File: src/rtl/mem_access_ctrl_pkg.sv
// Shared definitions for the MEM-stage data-memory access sequencer.
package mem_access_ctrl_pkg;

  localparam int DSIZE_DEF   = 16;
  localparam int MAW_DEF     = 8;
  localparam int TIMEOUT_DEF = 15;

  typedef enum logic [1:0] {
    ST_IDLE = 2'd0,
    ST_REQ  = 2'd1,
    ST_DONE = 2'd2,
    ST_ERR  = 2'd3
  } state_t;

endpackage

File: src/rtl/mem_timeout_cnt.sv
// Saturating wait counter for an outstanding memory request.
// o_hit is high in the enabled cycle whose increment makes the count reach
// TIMEOUT, so the owner can abort on that same edge.
module mem_timeout_cnt #(
  parameter int TIMEOUT = 15
) (
  input  logic clk,
  input  logic rst,
  input  logic i_clr,
  input  logic i_en,
  output logic o_hit
);

  localparam int CW = $clog2(TIMEOUT + 1);
  localparam logic [CW-1:0] LAST = CW'(TIMEOUT - 1);
  localparam logic [CW-1:0] MAX  = CW'(TIMEOUT);

  logic [CW-1:0] r_cnt;

  // Clear on reset or new request; count enabled cycles, holding at TIMEOUT.
  always_ff @(posedge clk) begin
    if (rst || i_clr) begin
      r_cnt <= '0;
    end else if (i_en && (r_cnt != MAX)) begin
      r_cnt <= r_cnt + 1'b1;
    end
  end

  assign o_hit = i_en && (r_cnt >= LAST);

endmodule

File: src/rtl/mem_access_ctrl.sv
// MEM-stage data-memory access sequencer: latches the EX/MEM load/store,
// runs a req/ack handshake to data memory, stalls the front of the pipe and
// bubbles MEM/WB until the access completes or times out.
//
// Handshake: dmem_req is held high with dmem_we/addr/wdata stable until the
// memory returns a single-cycle dmem_ack (dmem_rdata valid in that cycle) or
// TIMEOUT request cycles pass without one. dmem_ack outside REQ is ignored.
module mem_access_ctrl
  import mem_access_ctrl_pkg::*;
#(
  parameter int DSIZE   = DSIZE_DEF,
  parameter int MAW     = MAW_DEF,
  parameter int TIMEOUT = TIMEOUT_DEF
) (
  input  logic             clk,
  input  logic             rst,
  input  logic             mem_req_valid,
  input  logic             mem_we,
  input  logic [MAW-1:0]   mem_addr,
  input  logic [DSIZE-1:0] mem_wdata,
  output logic             dmem_req,
  output logic             dmem_we,
  output logic [MAW-1:0]   dmem_addr,
  output logic [DSIZE-1:0] dmem_wdata,
  input  logic             dmem_ack,
  input  logic [DSIZE-1:0] dmem_rdata,
  output logic             stall,
  output logic             mwb_bubble,
  output logic [DSIZE-1:0] load_data,
  output logic             load_valid,
  output logic             bus_err,
  output logic [1:0]       dbg_state
);

  state_t           r_state;
  state_t           w_next;
  logic             w_stall;
  logic             w_hit;
  logic             w_cnt_clr;
  logic             w_cnt_en;

  logic             r_req;
  logic             r_we;
  logic [MAW-1:0]   r_addr;
  logic [DSIZE-1:0] r_wdata;
  logic [DSIZE-1:0] r_ld;
  logic             r_lv;
  logic             r_err;

  // A new access starts the wait count from zero; only ack-less REQ cycles count.
  assign w_cnt_clr = (r_state == ST_IDLE) && mem_req_valid;
  assign w_cnt_en  = (r_state == ST_REQ) && !dmem_ack;

  mem_timeout_cnt #(
    .TIMEOUT (TIMEOUT)
  ) u_cnt (
    .clk   (clk),
    .rst   (rst),
    .i_clr (w_cnt_clr),
    .i_en  (w_cnt_en),
    .o_hit (w_hit)
  );

  // State register.
  always_ff @(posedge clk) begin
    if (rst) begin
      r_state <= ST_IDLE;
    end else begin
      r_state <= w_next;
    end
  end

  // Next-state and stall decode; ack beats a timeout landing in the same cycle.
  always_comb begin
    w_next  = r_state;
    w_stall = 1'b0;
    case (r_state)
      ST_IDLE: begin
        w_stall = mem_req_valid;
        if (mem_req_valid) w_next = ST_REQ;
      end
      ST_REQ: begin
        w_stall = 1'b1;
        if (dmem_ack)   w_next = ST_DONE;
        else if (w_hit) w_next = ST_ERR;
      end
      ST_DONE: w_next = ST_IDLE;
      ST_ERR:  w_next = ST_IDLE;
      default: w_next = ST_IDLE;
    endcase
  end

  // Request/response registers: latch on issue, capture load data on ack,
  // zero load data and flag an error on timeout, drop flags when leaving DONE/ERR.
  always_ff @(posedge clk) begin
    if (rst) begin
      r_req   <= 1'b0;
      r_we    <= 1'b0;
      r_addr  <= '0;
      r_wdata <= '0;
      r_ld    <= '0;
      r_lv    <= 1'b0;
      r_err   <= 1'b0;
    end else begin
      case (r_state)
        ST_IDLE: begin
          if (mem_req_valid) begin
            r_req   <= 1'b1;
            r_we    <= mem_we;
            r_addr  <= mem_addr;
            r_wdata <= mem_wdata;
          end
        end
        ST_REQ: begin
          if (dmem_ack) begin
            r_req <= 1'b0;
            if (!r_we) begin
              r_ld <= dmem_rdata;
              r_lv <= 1'b1;
            end
          end else if (w_hit) begin
            r_req <= 1'b0;
            r_ld  <= '0;
            r_err <= 1'b1;
          end
        end
        ST_DONE, ST_ERR: begin
          r_lv  <= 1'b0;
          r_err <= 1'b0;
        end
        default: begin
          r_lv  <= 1'b0;
          r_err <= 1'b0;
        end
      endcase
    end
  end

  assign dmem_req   = r_req;
  assign dmem_we    = r_we;
  assign dmem_addr  = r_addr;
  assign dmem_wdata = r_wdata;
  assign load_data  = r_ld;
  assign load_valid = r_lv;
  assign bus_err    = r_err;
  assign stall      = w_stall;
  assign mwb_bubble = w_stall;
  assign dbg_state  = r_state;

endmodule

File: config.mk
export PLATFORM = sky130hd
export DESIGN_NAME = mem_access_ctrl
export DESIGN_NICKNAME = d
export VERILOG_FILES = /design/src/rtl/mem_access_ctrl_pkg.sv /design/src/rtl/mem_timeout_cnt.sv /design/src/rtl/mem_access_ctrl.sv
export SDC_FILE = /design/constraint.sdc
export NUM_CORES = 1
export LEC_CHECK = 0
export CAP_MARGIN = 20
export CORE_MARGIN = 1
export CORE_UTILIZATION = 40
export DETAILED_ROUTE_END_ITERATION = 16
export GPL_TIMING_DRIVEN = 0
export HOLD_SLACK_MARGIN = 0.03
export PLACE_DENSITY = 0.78
export REMOVE_ABC_BUFFERS = 1
export SETUP_SLACK_MARGIN = 0.3
export SLEW_MARGIN = 20
export SYNTH_ARGS = -nofsm -noshare
export SYNTH_HDL_FRONTEND = slang
export SYNTH_HIERARCHICAL = 1
export SYNTH_SLANG_ARGS = --single-unit
File: constraint.sdc
create_clock -name clk -period 2.5 [get_ports clk]
set_input_delay 0.375 -clock clk [delete_from_list [all_inputs] [get_ports clk]]
set_output_delay 0.375 -clock clk [all_outputs]
set_load 0.1 [all_outputs]
==> flow_summary.json, run 1 <==
{
  "grt_util_met1_pct": 20.5,
  "hold_class": "input port to flop",
  "critical-path-top-delay-family": "buffers and inverters",
  "worst-path-max-fanout": 2,
  "grt_pass1_wl_mm": 7.31,
  "worst_clock_skew_ps": 4.75,
  "globalRouteTotalUtil_pct": 17.7,
  "number_of_antenna_violations_at_the_first_check_in_global_routing": 0,
  "timing.critical_path.arrival_ps": 1780,
  "vias_in_the_first_global_route": 1619,
  "dp.cells": 346,
  "power.total_mw": 1.99,
  "ys_async_sr_fraction_pct": 0,
  "design.core.area_sq_um": 4720,
  "post_drt_wl_per_cell_microns": 12.4,
  "ys_warn_count": 6,
  "io_buffer_count": 92,
  "start_util_pct": 41.4,
  "maxSlewViolCount": 0,
  "core.rowCount": 25,
  "grtUsageMet3_pct": 7.64,
  "timing.critical_path.to_type": "output port",
  "final.fill_count": 394,
  "post_syn_instances": 200,
  "cts_hold_repair.buffers": 0,
  "detail_route.first_pass.iterations": 3,
  "global_route.overflow_total": 0,
  "setup-violations-final": 0,
  "synth_seq_area_share_pct": 51.2,
  "critical-path-max-stage-delay_ps": 1140,
  "cts.clk_slew.worst_paths_ps": 90,
  "count_of_flip_flops_with_a_built_in_enable_after_synthesis": 0,
  "met2_usage_pct": 30.1,
  "pwr_density_cell_nw_per_um2": 652,
  "final_clock_period_utilization_by_the_worst_path_pct": 86.2,
  "die_y_microns": 71.9,
  "clk_root_buffer_cell": "sky130_fd_sc_hd__clkbuf_8",
  "ys_types": 35,
  "timing.fmax_mhz": 464,
  "critical_path_start_type": "flop",
  "design.portCount": 93,
  "finalWorstPathRequiredPeriod_ps": 2150,
  "synth_seq_cells": 50,
  "path_buf_inv": 1,
  "timing.critical_path.required_ps": 2120,
  "postSynth.topFlopCell": "sky130_fd_sc_hd__dfxtp_1",
  "wl_mm": 4.43,
  "diodes": 0,
  "cts.path.max_buffers": 2,
  "gpl.final_weighted_congestion": 0.718,
  "detailroute.via_count": 1744,
  "layout-drive-gt1-share_pct": 16.5,
  "fin_cells": 358,
  "drt_first_iter_violations": 70,
  "tritoncts": "built",
  "die_width_microns": 71.9,
  "finalCoreUtilization_pct": 64.7,
  "die_area_sq_um": 5180,
  "final_common_cell": "sky130_fd_sc_hd__clkdlybuf4s50_1",
  "synthToLayoutAreaGrowth_pct": 56.1,
  "static-leakage-power_nw": 1.28,
  "top_usage_layer": "met2",
  "tritoncts.num_buffers": 5,
  "timing.critical_path.slowest_stage_cell": "sky130_fd_sc_hd__clkdlybuf4s50_1",
  "clk_latency_ps": 290,
  "drv_cap": 0,
  "grt_start_max_net_pins": 31,
  "cts_sink_cnt": 50,
  "drc": 0,
  "mostFrequentLayoutCells": "75 x sky130_fd_sc_hd__clkdlybuf4s50_1, 50 x sky130_fd_sc_hd__dfxtp_1, 40 x sky130_fd_sc_hd__nand2_1",
  "slew-limit-headroom_pct": 33.7,
  "worst_ir_drop_vdd_mv": 0.389,
  "final_net_count": 337,
  "detailed_place_hpwl_mm": 2.97,
  "vias_per_cell": 4.87,
  "timing.final.hold_violations": 0,
  "drtAntennaViolNets": 0,
  "cts_max_level": 2,
  "netlist_area_before_placement_sq_um": 1960,
  "grt_setup_unrepaired": "false",
  "critical_path_class": "flop to output port",
  "crit_chain": "clkdlybuf4s50_1",
  "run_status": "complete, no violations",
  "timing.setup.tns_ps": 0,
  "synth.avg_cell_area_sq_um": 9.78,
  "timing_worst_slew_pin_value_ps": 991
}
[metrics by stage]
| step | hold WS (ps) | setup WS (ps) | instance area (sq um) |
|---|---|---|---|
| finish | 439 | 345 | 3050 |
| global route | 438 | 300 | 3050 |
| CTS | 436 | 310 | 2990 |
| detailed placement | 447 | -448 | 2870 |
| global placement | 440 | -735 | 2860 |
| floorplan | 437 | -1480 | 1850 |
[worst reg2reg max path, cell delays in order, from the launching register on]
cell	delay, ps
sky130_fd_sc_hd__dfxtp_1	390
sky130_fd_sc_hd__inv_1	90
sky130_fd_sc_hd__ha_1	200
sky130_fd_sc_hd__o2111a_1	270
sky130_fd_sc_hd__nor2b_1	160
sky130_fd_sc_hd__o21ai_2	510
sky130_fd_sc_hd__a32o_1	250
[sequential cells by signal, summed over array words and instances, names as in the netlist]
register     cells
dmem_we          1
dbg_state        2
bus_err          1
load_valid       1
dmem_addr        8
load_data       16
dmem_wdata      16
u_cnt/r_cnt      4
dmem_req         1
[kinds of logic after synthesis]
kind of cell | synth area share, %
AND/OR/NAND/NOR | 18.2
AO/OA/AOI/OAI | 22.7
flip-flops | 51.2
buffers and inverters | 6.71
adder cells (fa/ha/maj) | 1.28
[where the power goes]
group | total, mW | switching [mW] | internal (mW)
Combinational | 0.590 | 0.418 | 0.172
Sequential | 0.860 | 0.0232 | 0.836
Clock | 0.542 | 0.243 | 0.299
Total | 1.99 | 0.684 | 1.31
[cells in the mapped netlist (2+ instances only)]
cell type                  instances  area [sq um]
sky130_fd_sc_hd__nor3_1            2          10.0
sky130_fd_sc_hd__ha_1              2          25.0
sky130_fd_sc_hd__a32o_1           16           160
sky130_fd_sc_hd__a21oi_2          18           158
sky130_fd_sc_hd__buf_2             4          20.0
sky130_fd_sc_hd__nand3_1           2          10.0
sky130_fd_sc_hd__a21oi_1          12          60.1
sky130_fd_sc_hd__nand2_2          10          62.6
sky130_fd_sc_hd__nand2_1          40           150
sky130_fd_sc_hd__nor2_1            7          26.3
sky130_fd_sc_hd__inv_1             4          15.0
sky130_fd_sc_hd__nor3b_1           2          15.0
sky130_fd_sc_hd__o21ai_0           2          10.0
sky130_fd_sc_hd__dfxtp_1          50          1000
sky130_fd_sc_hd__clkbuf_1          3          11.3
sky130_fd_sc_hd__buf_6             2          22.5
sky130_fd_sc_hd__nor2b_1           6          37.5
[layout make-up]
cell class	count	area, sq um	area share, %
Clock inverter	1	30.0	0.983
Tap cell	67	83.8	2.74
Clock buffer	7	76.3	2.50
Sequential cell	50	1000	32.8
Inverter	5	26.3	0.860
Multi-Input combinational cell	131	840	27.5
Timing Repair Buffer	97	997	32.7
[path summary, 6_finish.rpt]
check	from	endpoint	slack [ps]	cells after the start
max	dmem_wdata[0]	dmem_wdata[0]	350	1
min	rst	dmem_wdata[2]	440	2
max reg2reg	u_cnt/r_cnt[0]	load_data[9]	570	6
min reg2reg	dmem_addr[6]	dmem_addr[6]	460	2
[routing by layer]
layer | wire length [microns] | part of all wire [%] | vias to the layer above
met3 | 399 | 9.0 | 6
met5 | 0 | 0 | -
li1 | - | - | 871
met1 | 2010 | 45 | 793
met4 | 48 | 1.1 | 0
met2 | 1970 | 45 | 74
[timing repair]
action                                  in CTS  in global routing
setup buffers                                0                  4
pin swaps                                    0                  1
endpoints found under the setup margin      20                 35
gates resized for setup                     11                 14
Note: power is estimated with default switching activity, not from simulation.
==> run 2: changes to the inputs <==
- GPL_TIMING_DRIVEN: 0 -> 1
- HOLD_SLACK_MARGIN: 0.03 -> 0.05
==> run 2 against run 1 <==
Against the previous run:
- final area is 5.9% lower
- power down 5.6%
- clock power decreased by 20%
- setup slack better by 210 ps
- sequential power about the same
- combinational power barely moved
- sequential share of layout area increased by 2.1 points
- critical path depth is 5 higher
- global-route usage up 0.31 points
- critical path type is now input port to flop
- critical endpoint is now load_data[7]
- highest routed layer unchanged
==> flow_summary.json, run 2 (synthesized netlist as in run 1, its figures left out) <==
{
  "final_clock_period_utilization_by_the_worst_path_pct": 77.7,
  "design.portCount": 93,
  "critical_path_class": "input port to flop",
  "part_of_the_total_power_dissipated_in_sequential_elements_pct": 45.9,
  "globalRouteTotalUtil_pct": 18.0,
  "pwr_density_cell_nw_per_um2": 654,
  "clk_latency_ps": 290,
  "layout-drive-gt1-share_pct": 31.4,
  "die_y_microns": 71.9,
  "mostFrequentLayoutCells": "51 x sky130_fd_sc_hd__buf_4, 50 x sky130_fd_sc_hd__dfxtp_1, 43 x sky130_fd_sc_hd__clkdlybuf4s50_1",
  "vias_in_the_first_global_route": 1604,
  "proportion_of_power_drawn_by_the_clock_network_pct": 22.9,
  "p_sw_share_pct": 36.4,
  "timing.final.hold_violations": 0,
  "cts.clk_slew.worst_paths_ps": 80,
  "drtAntennaViolNets": 0,
  "timing.fmax_mhz": 515,
  "hold_class": "input port to flop",
  "global_route.overflow_total": 0,
  "run_status": "complete, no violations",
  "timing.critical_path.required_ps": 2680,
  "maxSlewViolCount": 0,
  "final_common_cell": "sky130_fd_sc_hd__buf_4",
  "vias_per_cell": 4.96,
  "wl_mm": 4.62,
  "start_util_pct": 41.4,
  "hold-path-cell-count": 2,
  "internal_power_mw": 1.20,
  "setup-violations-final": 0,
  "timing.critical_path.to_type": "flop",
  "cts_sink_cnt": 50,
  "grt_start_max_net_pins": 31,
  "drt_first_iter_violations": 105,
  "timing.setup.tns_ps": 0,
  "grt_setup_unrepaired": "false",
  "post_drt_wl_per_cell_microns": 12.9,
  "fin_cells": 357,
  "core.rowCount": 25,
  "timing_worst_slew_pin_value_ps": 634,
  "finalWorstPathRequiredPeriod_ps": 1940,
  "drc": 0,
  "synthToLayoutAreaGrowth_pct": 46.9,
  "switchingPower_uw": 684,
  "critical_path_start_type": "input port",
  "detail_route.first_pass.iterations": 4,
  "design.core.area_sq_um": 4720,
  "combinationalPowerShare_pct": 31.2,
  "detailroute.via_count": 1771,
  "post-cts-setup-buffer-count": 0,
  "worst-path-max-fanout": 16,
  "timing.critical_path.arrival_ps": 2130,
  "diodes": 0,
  "slew-limit-headroom_pct": 57.7,
  "dp.cells": 350,
  "die_area_sq_um": 5180,
  "cts_hold_repair.buffers": 0,
  "worst_ir_drop_vdd_mv": 0.287,
  "worst_clock_skew_ps": 7.00,
  "final_net_count": 337,
  "grt_pass1_wl_mm": 7.33,
  "tritoncts": "built",
  "gpl.final_weighted_congestion": 0.753,
  "io_buffer_count": 92,
  "static-leakage-power_nw": 1.15,
  "die_width_microns": 71.9,
  "clk_root_buffer_cell": "sky130_fd_sc_hd__clkbuf_8",
  "detailed_place_hpwl_mm": 3.30,
  "number_of_antenna_violations_at_the_first_check_in_global_routing": 0,
  "tritoncts.num_buffers": 5,
  "cts.path.max_buffers": 2,
  "drv_cap": 0,
  "finalCoreUtilization_pct": 60.8,
  "cts_max_level": 2,
  "rr_worst_depth": 6
}
## run 2: changes by cell type in the layout (fill, tap and decap cells not counted), sizes merged
cell	before	now
dlymetal6s2s	12	0
buf	6	54
clkdlybuf4s50	75	43
dlygate4sd2	1	0
clkdlybuf4s15	3	0
bufinv	1	0
## run 2: through the flow
step | hold slack [ps] | instance area (sq um) | worst slack [ps] | power, mW
after floorplan | 437 | 1850 | -1480 | 1.28
after global placement | 443 | 2790 | 68.0 | 1.46
after detailed placement | 450 | 2790 | 42.1 | 1.47
after CTS | 401 | 2870 | 589 | 1.90
after global routing | 412 | 2870 | 380 | 1.95
final | 402 | 2870 | 557 | 1.88
## run 2: layout make-up
| cell class | instances | area (sq um) |
|---|---|---|
| sequential | 50 | 1000 |
| clock buffer | 7 | 76.3 |
| timing repair buffer | 97 | 858 |
| inverter | 5 | 26.3 |
| tap | 67 | 83.8 |
| fill | 421 | 1850 |
| multi-input combinational | 131 | 828 |
## run 2: worst paths after layout
| kind | startpoint | to | slack (ps) |
|---|---|---|---|
| worst max-delay path | dmem_ack | load_data[7] | 560 |
| worst min-delay path | rst | dmem_wdata[3] | 400 |
| worst max register to register | u_cnt/r_cnt[0] | load_data[7] | 610 |
| worst min register to register | dmem_addr[5] | dmem_addr[5] | 460 |
## run 2: per-layer routing
| layer | wire, microns | global-route usage, % | vias to the layer above | part of all wire, % |
|---|---|---|---|---|
| met5 | 0 | 0 | - | 0 |
| met4 | 41 | 3.92 | 0 | 0.89 |
| met3 | 379 | 5.56 | 6 | 8.2 |
| met2 | 2070 | 28.9 | 82 | 45 |
| met1 | 2130 | 23.9 | 810 | 46 |
| li1 | - | - | 873 | - |
## run 2: what timing repair did
item	in CTS	in global routing
resized for setup	1	0
endpoints found under the setup margin	4	0
endpoints found under the hold margin	0	0
## run 2: power by group through the flow
stage / sequential, mW / combinational [mW] / clock [mW]
6_report: 0.862 / 0.587 / 0.431
4_1_cts: 0.862 / 0.588 / 0.447
3_5_place_dp: 0.880 / 0.587 / 0
5_1_grt: 0.866 / 0.612 / 0.476
2_1_floorplan: 1.16 / 0.117 / 0
3_3_place_gp: 0.879 / 0.584 / 0
## run 2: critical path, stage by stage
cell and delay (ps):
sky130_fd_sc_hd__clkdlybuf4s50_1 460, sky130_fd_sc_hd__nor3b_1 300, sky130_fd_sc_hd__o2111a_1 280, sky130_fd_sc_hd__nor2b_1 180, sky130_fd_sc_hd__o21ai_2 210, sky130_fd_sc_hd__a32o_1 330
==> run 3: changes to the inputs <==
- clock period: 2.5 -> 1.8 ns (I/O delays scaled with it)
==> run 3 against run 2 <==
Against the previous run:
- power grew 47%
- wire length grew 9.5%
- first-iteration DRC count shrank 40%
- largest cell class is now non-clock buffers
- largest power group unchanged
==> flow_summary.json, run 3 (synthesized netlist as in run 1, its figures left out) <==
{
  "run_status": "complete, no violations",
  "hold_class": "input port to flop",
  "cts_hold_repair.buffers": 0,
  "diodes": 0,
  "worst_clock_skew_ps": 2.02,
  "met2_length_mm": 2.29,
  "seqCellArea_sq_um": 1010,
  "cts.path.max_buffers": 2,
  "layout-drive-gt1-share_pct": 39.0,
  "tritoncts": "built",
  "timing.critical_path.to_type": "output port",
  "cts_sink_cnt": 50,
  "critical_path_class": "input port to output port",
  "timing.fmax_mhz": 650,
  "final_common_cell": "sky130_fd_sc_hd__buf_4",
  "grt_setup_unrepaired": "true",
  "final_net_count": 351,
  "pwr_density_cell_nw_per_um2": 869,
  "top_layer": "met4",
  "die_area_sq_um": 5180,
  "drtAntennaViolNets": 0,
  "final.fill_count": 379,
  "worst_ir_drop_vdd_mv": 0.483,
  "static-leakage-power_nw": 1.29,
  "cts.clk_slew.worst_paths_ps": 80,
  "globalRouteTotalUtil_pct": 20.0,
  "design.core.area_sq_um": 4720,
  "design.portCount": 93,
  "global_route.overflow_total": 0,
  "synthToLayoutAreaGrowth_pct": 62.0,
  "post_drt_wl_per_cell_microns": 13.6,
  "die_y_microns": 71.9,
  "drt_first_iter_violations": 63,
  "drc": 0,
  "timing.critical_path.arrival_ps": 1270,
  "clk_root_buffer_cell": "sky130_fd_sc_hd__clkbuf_8",
  "timing.final.hold_violations": 0,
  "core.rowCount": 25,
  "finalWorstPathRequiredPeriod_ps": 1540,
  "drv_cap": 0,
  "number_of_antenna_violations_at_the_first_check_in_global_routing": 0,
  "detail_route.first_pass.iterations": 4,
  "tritoncts.num_buffers": 5,
  "setup-violations-final": 0,
  "slew-limit-headroom_pct": 69.5,
  "multi_input_comb_area_sq_um": 875,
  "met3_wirelength_microns": 408,
  "vias_in_the_first_global_route": 1750,
  "grt_pass1_wl_mm": 8.10,
  "cts_max_level": 2,
  "die_width_microns": 71.9,
  "gpl.final_weighted_congestion": 0.715,
  "detailroute.via_count": 1808,
  "timing_worst_slew_pin_value_ps": 458,
  "worst-path-max-fanout": 3,
  "critical_path_start_type": "input port",
  "grt_start_max_net_pins": 23,
  "timing.setup.tns_ps": 0,
  "mostFrequentLayoutCells": "55 x sky130_fd_sc_hd__buf_4, 46 x sky130_fd_sc_hd__dfxtp_1, 42 x sky130_fd_sc_hd__clkdlybuf4s50_1",
  "wl_mm": 5.06,
  "timing.hold.ws_ps": 346,
  "detailed_place_hpwl_mm": 3.36,
  "final_clock_period_utilization_by_the_worst_path_pct": 85.5,
  "clk_latency_ps": 290,
  "wirelength_met1_mm": 2.32,
  "start_util_pct": 41.4,
  "io_buffer_count": 92,
  "timing.critical_path.required_ps": 1530,
  "vias_per_cell": 4.86,
  "maxSlewViolCount": 0
}
==> run 3: per-layer routing <==
layer	track usage [%]	up-vias
li1	-	912
met1	24.7	815
met2	33.2	77
met3	6.94	4
met4	5.23	0
met5	0	-
==> run 3: per-stage QoR <==
stage	cells	utilization, %	power, mW	cell area, sq um	worst slack (ps)
global route	372	67.1	2.88	3170	205
CTS	370	65.9	2.77	3110	271
finish	372	67.1	2.76	3170	262
global placement	358	61.7	2.06	2920	-123
detailed placement	358	61.7	2.07	2920	-193
floorplan	186	-	1.77	1850	-2070
==> run 3: worst paths after layout <==
check | depth (start not counted) | startpoint | slack (ps) | end
worst max register to register | 6 | dbg_state[1] | 280 | load_data[10]
worst min register to register | 2 | dmem_addr[3] | 460 | dmem_addr[3]
worst min-delay path | 3 | rst | 350 | dbg_state[1]
worst max-delay path | 4 | mem_req_valid | 260 | mwb_bubble
==> run 3: power by group <==
part / internal, mW / switching (mW)
sequential: 1.16 / 0.0316
clock: 0.309 / 0.354
combinational: 0.286 / 0.613
total: 1.76 / 0.998
==> run 3: layout make-up <==
class | count | area share, %
flip-flops and latches | 50 | 31.7
clock buffers | 6 | 2.60
clock inverters | 2 | 0.395
multi-input cells | 131 | 27.6
well taps | 67 | 2.64
repair inverters | 1 | 0.355
inverters | 5 | 0.987
repair buffers | 110 | 33.7
==> run 3: critical path, stage by stage <==
cell,delay (ps)
sky130_fd_sc_hd__clkdlybuf4s50_1,520
sky130_fd_sc_hd__nor2_1,70
sky130_fd_sc_hd__nor2_2,200
sky130_fd_sc_hd__buf_12,210
==> run 3: repair_timing <==
item / 4_1_cts / 5_1_grt
hold endpoints to repair: 0 / 0
pin swaps: 10 / 3
resized for setup: 18 / 7
buffers inserted: 2 / 1
cloned: 2 / 1
endpoints found under the setup margin: 44 / 45
